## src/rtl/seg7_pkg.sv

```systemverilog
// Shared definitions for the 7-segment scan capture block: glyph encodings,
// blank codes and the capture FSM state type.
// Glyphs are active-low segment patterns on g..a (bit 6..0).
package seg7_pkg;

   localparam logic [6:0] SEG7_GLYPH_0 = 7'h40;
   localparam logic [6:0] SEG7_GLYPH_1 = 7'h79;
   localparam logic [6:0] SEG7_GLYPH_2 = 7'h24;
   localparam logic [6:0] SEG7_GLYPH_3 = 7'h30;
   localparam logic [6:0] SEG7_GLYPH_4 = 7'h19;
   localparam logic [6:0] SEG7_GLYPH_5 = 7'h12;
   localparam logic [6:0] SEG7_GLYPH_6 = 7'h03;
   localparam logic [6:0] SEG7_GLYPH_7 = 7'h78;
   localparam logic [6:0] SEG7_GLYPH_8 = 7'h00;
   localparam logic [6:0] SEG7_GLYPH_9 = 7'h18;
   localparam logic [6:0] SEG7_BLANK   = 7'h7F;

   localparam logic [3:0] BCD_BLANK = 4'hF;

   typedef enum logic [1:0] {
      WAIT   = 2'd0,
      SETTLE = 2'd1,
      HOLD   = 2'd2
   } cap_state_t;

endpackage

```

## src/rtl/seg7_pattern_decode.sv

```systemverilog
// Purpose : combinational 7-segment pattern (active-low g..a) -> {legal, BCD digit}.
// Ports   : pattern[6:0] in; legal out (1 = recognised glyph); digit[3:0] out (0 when illegal).
// Config  : SEG7_CAPTURE_BLANK_EN makes the all-off pattern legal and decodes it as BCD_BLANK.
module seg7_pattern_decode
   import seg7_pkg::*;
(
   input  logic [6:0] pattern,
   output logic       legal,
   output logic [3:0] digit
);

   always_comb begin
      legal = 1'b1;
      digit = 4'd0;
      case (pattern)
         SEG7_GLYPH_0: digit = 4'd0;
         SEG7_GLYPH_1: digit = 4'd1;
         SEG7_GLYPH_2: digit = 4'd2;
         SEG7_GLYPH_3: digit = 4'd3;
         SEG7_GLYPH_4: digit = 4'd4;
         SEG7_GLYPH_5: digit = 4'd5;
         SEG7_GLYPH_6: digit = 4'd6;
         SEG7_GLYPH_7: digit = 4'd7;
         SEG7_GLYPH_8: digit = 4'd8;
         SEG7_GLYPH_9: digit = 4'd9;
`ifdef SEG7_CAPTURE_BLANK_EN
         SEG7_BLANK:   digit = BCD_BLANK;
`else
         // A dark digit is treated as an error so a frame never completes with it.
         SEG7_BLANK: begin
            legal = 1'b0;
            digit = 4'd0;
         end
`endif
         default: begin
            legal = 1'b0;
            digit = 4'd0;
         end
      endcase
   end

endmodule

```

## src/rtl/seg7_scan_capture.sv

```systemverilog
// Purpose : receive side of a multiplexed 7-segment bus; filters each digit window for
//           stability, decodes it to BCD + dp and publishes whole frames with a strobe.
// Ports   : clk, rst (async active-high); seg_n[7:0] (dp,g..a active-low); dig_en_n[N-1:0]
//           (active-low one-hot); bcd_out[4N-1:0], dp_out[N-1:0], frame_valid, pat_err pulses.
// Config  : SEG7_CAPTURE_BLANK_EN (see seg7_pattern_decode) accepts all-off as a blank digit.
module seg7_scan_capture
   import seg7_pkg::*;
#(
   parameter int NUM_DIGITS    = 4,
   parameter int STABLE_CYCLES = 16
)
(
   input  logic                    clk,
   input  logic                    rst,
   input  logic [7:0]              seg_n,
   input  logic [NUM_DIGITS-1:0]   dig_en_n,
   output logic [4*NUM_DIGITS-1:0] bcd_out,
   output logic [NUM_DIGITS-1:0]   dp_out,
   output logic                    frame_valid,
   output logic                    pat_err
);

   localparam int IDX_W = (NUM_DIGITS > 1) ? $clog2(NUM_DIGITS) : 1;
   localparam int CNT_W = $clog2(STABLE_CYCLES + 1);
   localparam logic [CNT_W-1:0] CNT_MAX = CNT_W'(STABLE_CYCLES);
   localparam logic [CNT_W-1:0] CNT_ONE = CNT_W'(1);

   // Two-stage input synchroniser; every decision uses the second stage.
   logic [7:0]            seg_s1, seg_s2;
   logic [NUM_DIGITS-1:0] en_s1, en_s2;

   always_ff @(posedge clk or posedge rst) begin
      if (rst) begin
         seg_s1 <= 8'hFF;
         seg_s2 <= 8'hFF;
         en_s1  <= '1;
         en_s2  <= '1;
      end else begin
         seg_s1 <= seg_n;
         seg_s2 <= seg_s1;
         en_s1  <= dig_en_n;
         en_s2  <= en_s1;
      end
   end

   // Enable decode: count low enables and remember which one was low.
   logic [3:0]       low_cnt;
   logic [IDX_W-1:0] samp_idx;
   logic             samp_one_hot;

   always_comb begin
      low_cnt  = 4'd0;
      samp_idx = '0;
      for (int i = 0; i < NUM_DIGITS; i++) begin
         if (!en_s2[i]) begin
            low_cnt  = low_cnt + 4'd1;
            samp_idx = IDX_W'(i);
         end
      end
      samp_one_hot = (low_cnt == 4'd1);
   end

   // Capture FSM: state, latched window index/pattern, stability counter.
   cap_state_t       state, state_nxt;
   logic [IDX_W-1:0] cur_idx, idx_nxt;
   logic [7:0]       cur_pat, pat_nxt;
   logic [CNT_W-1:0] cnt, cnt_nxt;
   logic             accept;
   logic             same_sample;

   assign same_sample = samp_one_hot && (samp_idx == cur_idx) && (seg_s2 == cur_pat);

   always_ff @(posedge clk or posedge rst) begin
      if (rst) begin
         state   <= WAIT;
         cur_idx <= '0;
         cur_pat <= 8'h00;
         cnt     <= '0;
      end else begin
         state   <= state_nxt;
         cur_idx <= idx_nxt;
         cur_pat <= pat_nxt;
         cnt     <= cnt_nxt;
      end
   end

   always_comb begin
      state_nxt = state;
      idx_nxt   = cur_idx;
      pat_nxt   = cur_pat;
      cnt_nxt   = cnt;
      accept    = 1'b0;
      case (state)
         WAIT: begin
            if (samp_one_hot) begin
               state_nxt = SETTLE;
               idx_nxt   = samp_idx;
               pat_nxt   = seg_s2;
               cnt_nxt   = CNT_ONE;
            end
         end
         SETTLE, HOLD: begin
            if (!samp_one_hot) begin
               state_nxt = WAIT;
               cnt_nxt   = '0;
            end else if (!same_sample) begin
               // New window or new pattern: restart the stability count on it.
               state_nxt = SETTLE;
               idx_nxt   = samp_idx;
               pat_nxt   = seg_s2;
               cnt_nxt   = CNT_ONE;
            end else if (state == SETTLE) begin
               if (cnt == CNT_MAX - CNT_ONE) begin
                  cnt_nxt   = CNT_MAX;
                  accept    = 1'b1;
                  state_nxt = HOLD;
               end else begin
                  cnt_nxt = cnt + CNT_ONE;
               end
            end
            // HOLD with an unchanged sample: counter stays saturated, no re-accept.
         end
         default: begin
            state_nxt = WAIT;
            cnt_nxt   = '0;
         end
      endcase
   end

   // The accepted sample equals cur_pat, so decode the latched copy.
   logic       dec_legal;
   logic [3:0] dec_digit;

   seg7_pattern_decode u_decode (
      .pattern (cur_pat[6:0]),
      .legal   (dec_legal),
      .digit   (dec_digit)
   );

   // Shadow frame and per-digit seen mask.
   logic [4*NUM_DIGITS-1:0] shadow;
   logic [NUM_DIGITS-1:0]   shadow_dp;
   logic [NUM_DIGITS-1:0]   seen, seen_nxt;
   logic                    seen_full;
   logic                    good_accept;

   assign seen_full   = &seen;
   assign good_accept = accept && dec_legal;

   // Publishing clears the mask, but an accept landing on the same edge already
   // counts towards the next frame.
   always_comb begin
      seen_nxt = seen_full ? '0 : seen;
      if (good_accept) begin
         seen_nxt[cur_idx] = 1'b1;
      end
   end

   always_ff @(posedge clk or posedge rst) begin
      if (rst) begin
         shadow      <= '0;
         shadow_dp   <= '0;
         seen        <= '0;
         bcd_out     <= '0;
         dp_out      <= '0;
         frame_valid <= 1'b0;
         pat_err     <= 1'b0;
      end else begin
         frame_valid <= 1'b0;
         pat_err     <= 1'b0;
         seen        <= seen_nxt;
         if (seen_full) begin
            bcd_out     <= shadow;
            dp_out      <= shadow_dp;
            frame_valid <= 1'b1;
         end
         if (good_accept) begin
            shadow[{cur_idx, 2'b00} +: 4] <= dec_digit;
            shadow_dp[cur_idx]            <= ~cur_pat[7];
         end
         if (accept && !dec_legal) begin
            pat_err <= 1'b1;
         end
      end
   end

endmodule
```

## config.mk

```make
export PLATFORM = sky130hd
export DESIGN_NAME = seg7_scan_capture
export DESIGN_NICKNAME = d
export VERILOG_FILES = /design/src/rtl/seg7_pkg.sv /design/src/rtl/seg7_pattern_decode.sv /design/src/rtl/seg7_scan_capture.sv
export SDC_FILE = /design/constraint.sdc
export NUM_CORES = 1
export LEC_CHECK = 0
export ABC_AREA = 1
export CORE_MARGIN = 1.5
export CORE_UTILIZATION = 40
export DETAILED_ROUTE_END_ITERATION = 10
export PLACE_DENSITY = 0.59
export SETUP_SLACK_MARGIN = 0.1
export SLEW_MARGIN = 25
export SYNTH_ARGS = -nofsm -noshare
export SYNTH_HDL_FRONTEND = slang
export SYNTH_SLANG_ARGS = --single-unit
```

## constraint.sdc

```tcl
create_clock -name clk -period 3.6 [get_ports clk]
set_clock_uncertainty 0.05 [all_clocks]
set_input_delay 0.9 -clock clk [delete_from_list [all_inputs] [get_ports clk]]
set_output_delay 0.9 -clock clk [all_outputs]
set_load 0.01 [all_outputs]
```

==> metrics <==
global router's overall resource usage=14.7%; Starting Density=roughly two fifths; Cell Area, Synth=0.00413 mm2; Die H=approximately 100 um; min cycle time layout=2740 ps; Simple-Gate Fraction of Synth Area=24.0%; worst path arrival time=2940 ps; WL/cell=between 10 and 15 um; # fillers=about 930; RePlAce Congestion=0.854; clock slew seen by the registers of the worst setup and hold paths=90 ps; Slew HR=58.7%; PostCTS Resize Cnt=0; Power Density=between 500 and 600 mW/mm2; die footprint=0.0110 mm2; first-pass GRT wire length=roughly 13000 um; Avg Synthesized Cell Area=9.94 um2; GRT Residual Overflow=0; worst skew pair latency=350 ps; placed insts=582; # IOs=36; CTS Sinks=87; core area=0.00991 mm2; LEAKAGE=0.00241 uW; Multi-input gate area=0.00170 mm2; clk buf depth=2; Antenna diodes=0; drt drc=0; Routed WL=7250 um; Worst Tran Pin Value=between 600 and 700 ps; Via Count=around 2800; largest family of logic cells by synthesized area=simple AND/OR/NAND/NOR gates; Worst setup SP type=flip-flop; Yosys reg bits=87; Setup WS pre-CTS=approximately 850 ps; RSZ-0062 raised after global routing=false; Power, Total=around 2500 uW; Antenna Nets Post-Route=0; syn_nets=447; post-route insts no fill=around 600; CP max FO=28; num rows=36; final hold vios=0; Worst Setup End Kind=flip-flop; Hold-fix buffers, CTS=0; Final TNS setup=0 ps; synthesis-to-finish area growth=17.1%; complex-gate fraction of the synthesized area=roughly 3.6%; FF+latch area=around 0.0022 mm2; max_cap viols=0; Die X=105 um; HP Class=reg2reg; Seq/Total Area, Yosys=53.4%; number of global-route vias before repair=2739; 1st-pass router iterations=4; layout cells sized above 1=between 15 and 20%; mux cell area share after synthesis=under 10%; Final Max Slew Viols=0; CTS tree=built; synth unique cells=38; largest net degree at the start of global routing=40; initial antenna violation count=0; I/O Buffers=35; Final Worst Setup Slack=856 ps; initial drt markers=73; DP Wirelength=5360 um; clock root cell=clkbuf_8; CTS H-Tree Depth=3; total CTS buffers=9; CP required=about 3800 ps; yosys warns=0; Post-CTS Setup Repair Bufs=0; Final Cycle Share=76.2%; Nets=491; status=completed; Peak VDD IR=0.248 mV; Fmax achieved=0.364 GHz; DR vias/cell=4.68; Synth Area in Adders=slightly above 5%; Synth Area in XOR/XNOR=under 10%; final setup violation count=0; Gate Count Post-Synth=416; Critical Setup Path Class=reg2reg
==> synth_stat cells, drive strengths merged <==
library cell	instances	area, um2
mux2	20	225
nor2	41	209
inv	46	173
buf	5	53.8
xor2	5	58.8
ha	17	213
dfrtp	63	1580
a21oi	13	80.1
nand3	22	145
nand2	106	425
and3	1	6.26
dfstp	24	631
nand3b	3	22.5
clkinv	1	8.76
or2	2	12.5
nor4	2	18.8
xnor2	6	52.6
nor3	7	35.0
o21ai	13	68.8
nand4	19	119
==> logic make-up after synthesis <==
kind of cell / Yosys count
multiplexers: 20
buffers and inverters: 52
XOR/XNOR: 11
AO/OA/AOI/OAI: 26
AND/OR/NAND/NOR: 203
adder cells (fa/ha/maj): 17
flip-flops: 87
==> final cells by class <==
type                    instances  area share, %
flip-flops and latches         87           45.6
multi-input cells             277           35.1
repair buffers                 38           7.96
inverters                      47           3.77
well taps                     133           3.44
clock buffers                  12           3.00
clock inverters                 4           1.11
==> through the flow <==
stage | hold slack [ps] | util, % | cell area (um2)
6_report | 301 | 48.9 | 4840
5_1_grt | 310 | 48.9 | 4840
4_1_cts | 299 | 48.9 | 4840
3_5_place_dp | 297 | 46.8 | 4640
3_3_place_gp | 295 | 46.8 | 4640
2_1_floorplan | 295 | - | 4130
==> critical path: stages (launching register included) <==
cell and delay (ps):
dfstp_2 540, inv_1 50, ha_1 300, inv_1 70, nand2_1 70, nand2_1 100
inv_1 50, ha_1 280, nor2_1 80, nand2_1 70, o21ai_2 90, nand2_4 110
clkinv_4 70, nand3_4 90, nor2_8 290, nand2_1 200, nand2_1 100, nand2_1 60
==> registers in the layout, summed over array words and instances, names as in the netlist <==
signal	flops
seg_s1	8
cnt	5
seen	4
dp_out	4
shadow_dp	4
seg_s2	8
shadow	16
frame_valid	1
en_s1	4
state	2
pat_err	1
bcd_out	16
cur_idx	2
en_s2	4
cur_pat	8
==> cells in the final DEF, fill, tap and decap left out, types with 2 or more instances in the layout <==
master / n
xor2_2: 2
nor2_1: 34
ha_1: 17
nor3_1: 7
mux2_2: 20
nand3_1: 18
nand3_2: 2
nand4_1: 19
nor2_2: 3
clkbuf_8: 10
inv_1: 41
xor2_1: 3
clkinvlp_4: 2
buf_4: 2
nand2_1: 99
inv_2: 4
clkdlybuf4s50_1: 35
dfrtp_1: 63
nor2_4: 2
nand3_4: 2
o21ai_0: 9
nand3b_1: 3
nand2_4: 2
a21oi_1: 11
nor2_8: 2
nand2_2: 5
xnor2_1: 6
clkbuf_1: 2
o21ai_1: 3
dfstp_2: 24
==> metal layers <==
metal  global-route usage (%)  vias to the layer above  part of all wire [%]
li1                         -                     1433                     -
met1                     20.7                     1319                    52
met2                     22.1                       36                    44
met3                     3.56                        9                   3.2
met4                     5.28                        0                   1.4
met5                        0                        -                     0
==> worst paths after layout <==
| kind | start | to | slack [ps] | cells past startpoint |
|---|---|---|---|---|
| worst max-delay path | en_s2[1] | shadow[0] | 860 | 17 |
| worst min-delay path | en_s1[3] | en_s2[3] | 300 | 0 |
| worst max register to register | en_s2[1] | shadow[0] | 860 | 17 |
| worst min register to register | en_s1[3] | en_s2[3] | 300 | 0 |
| max in group asynchronous | rst | en_s1[3] | 1950 | 3 |
| min in group asynchronous | rst | bcd_out[4] | 870 | 2 |
==> report_power, final <==
part	switching (uW)	total, uW	internal, uW
Clock	343	686	343
Combinational	440	654	214
Sequential	101	1170	1070
Total	883	2510	1630
Power figures use the tool's default switching activity.
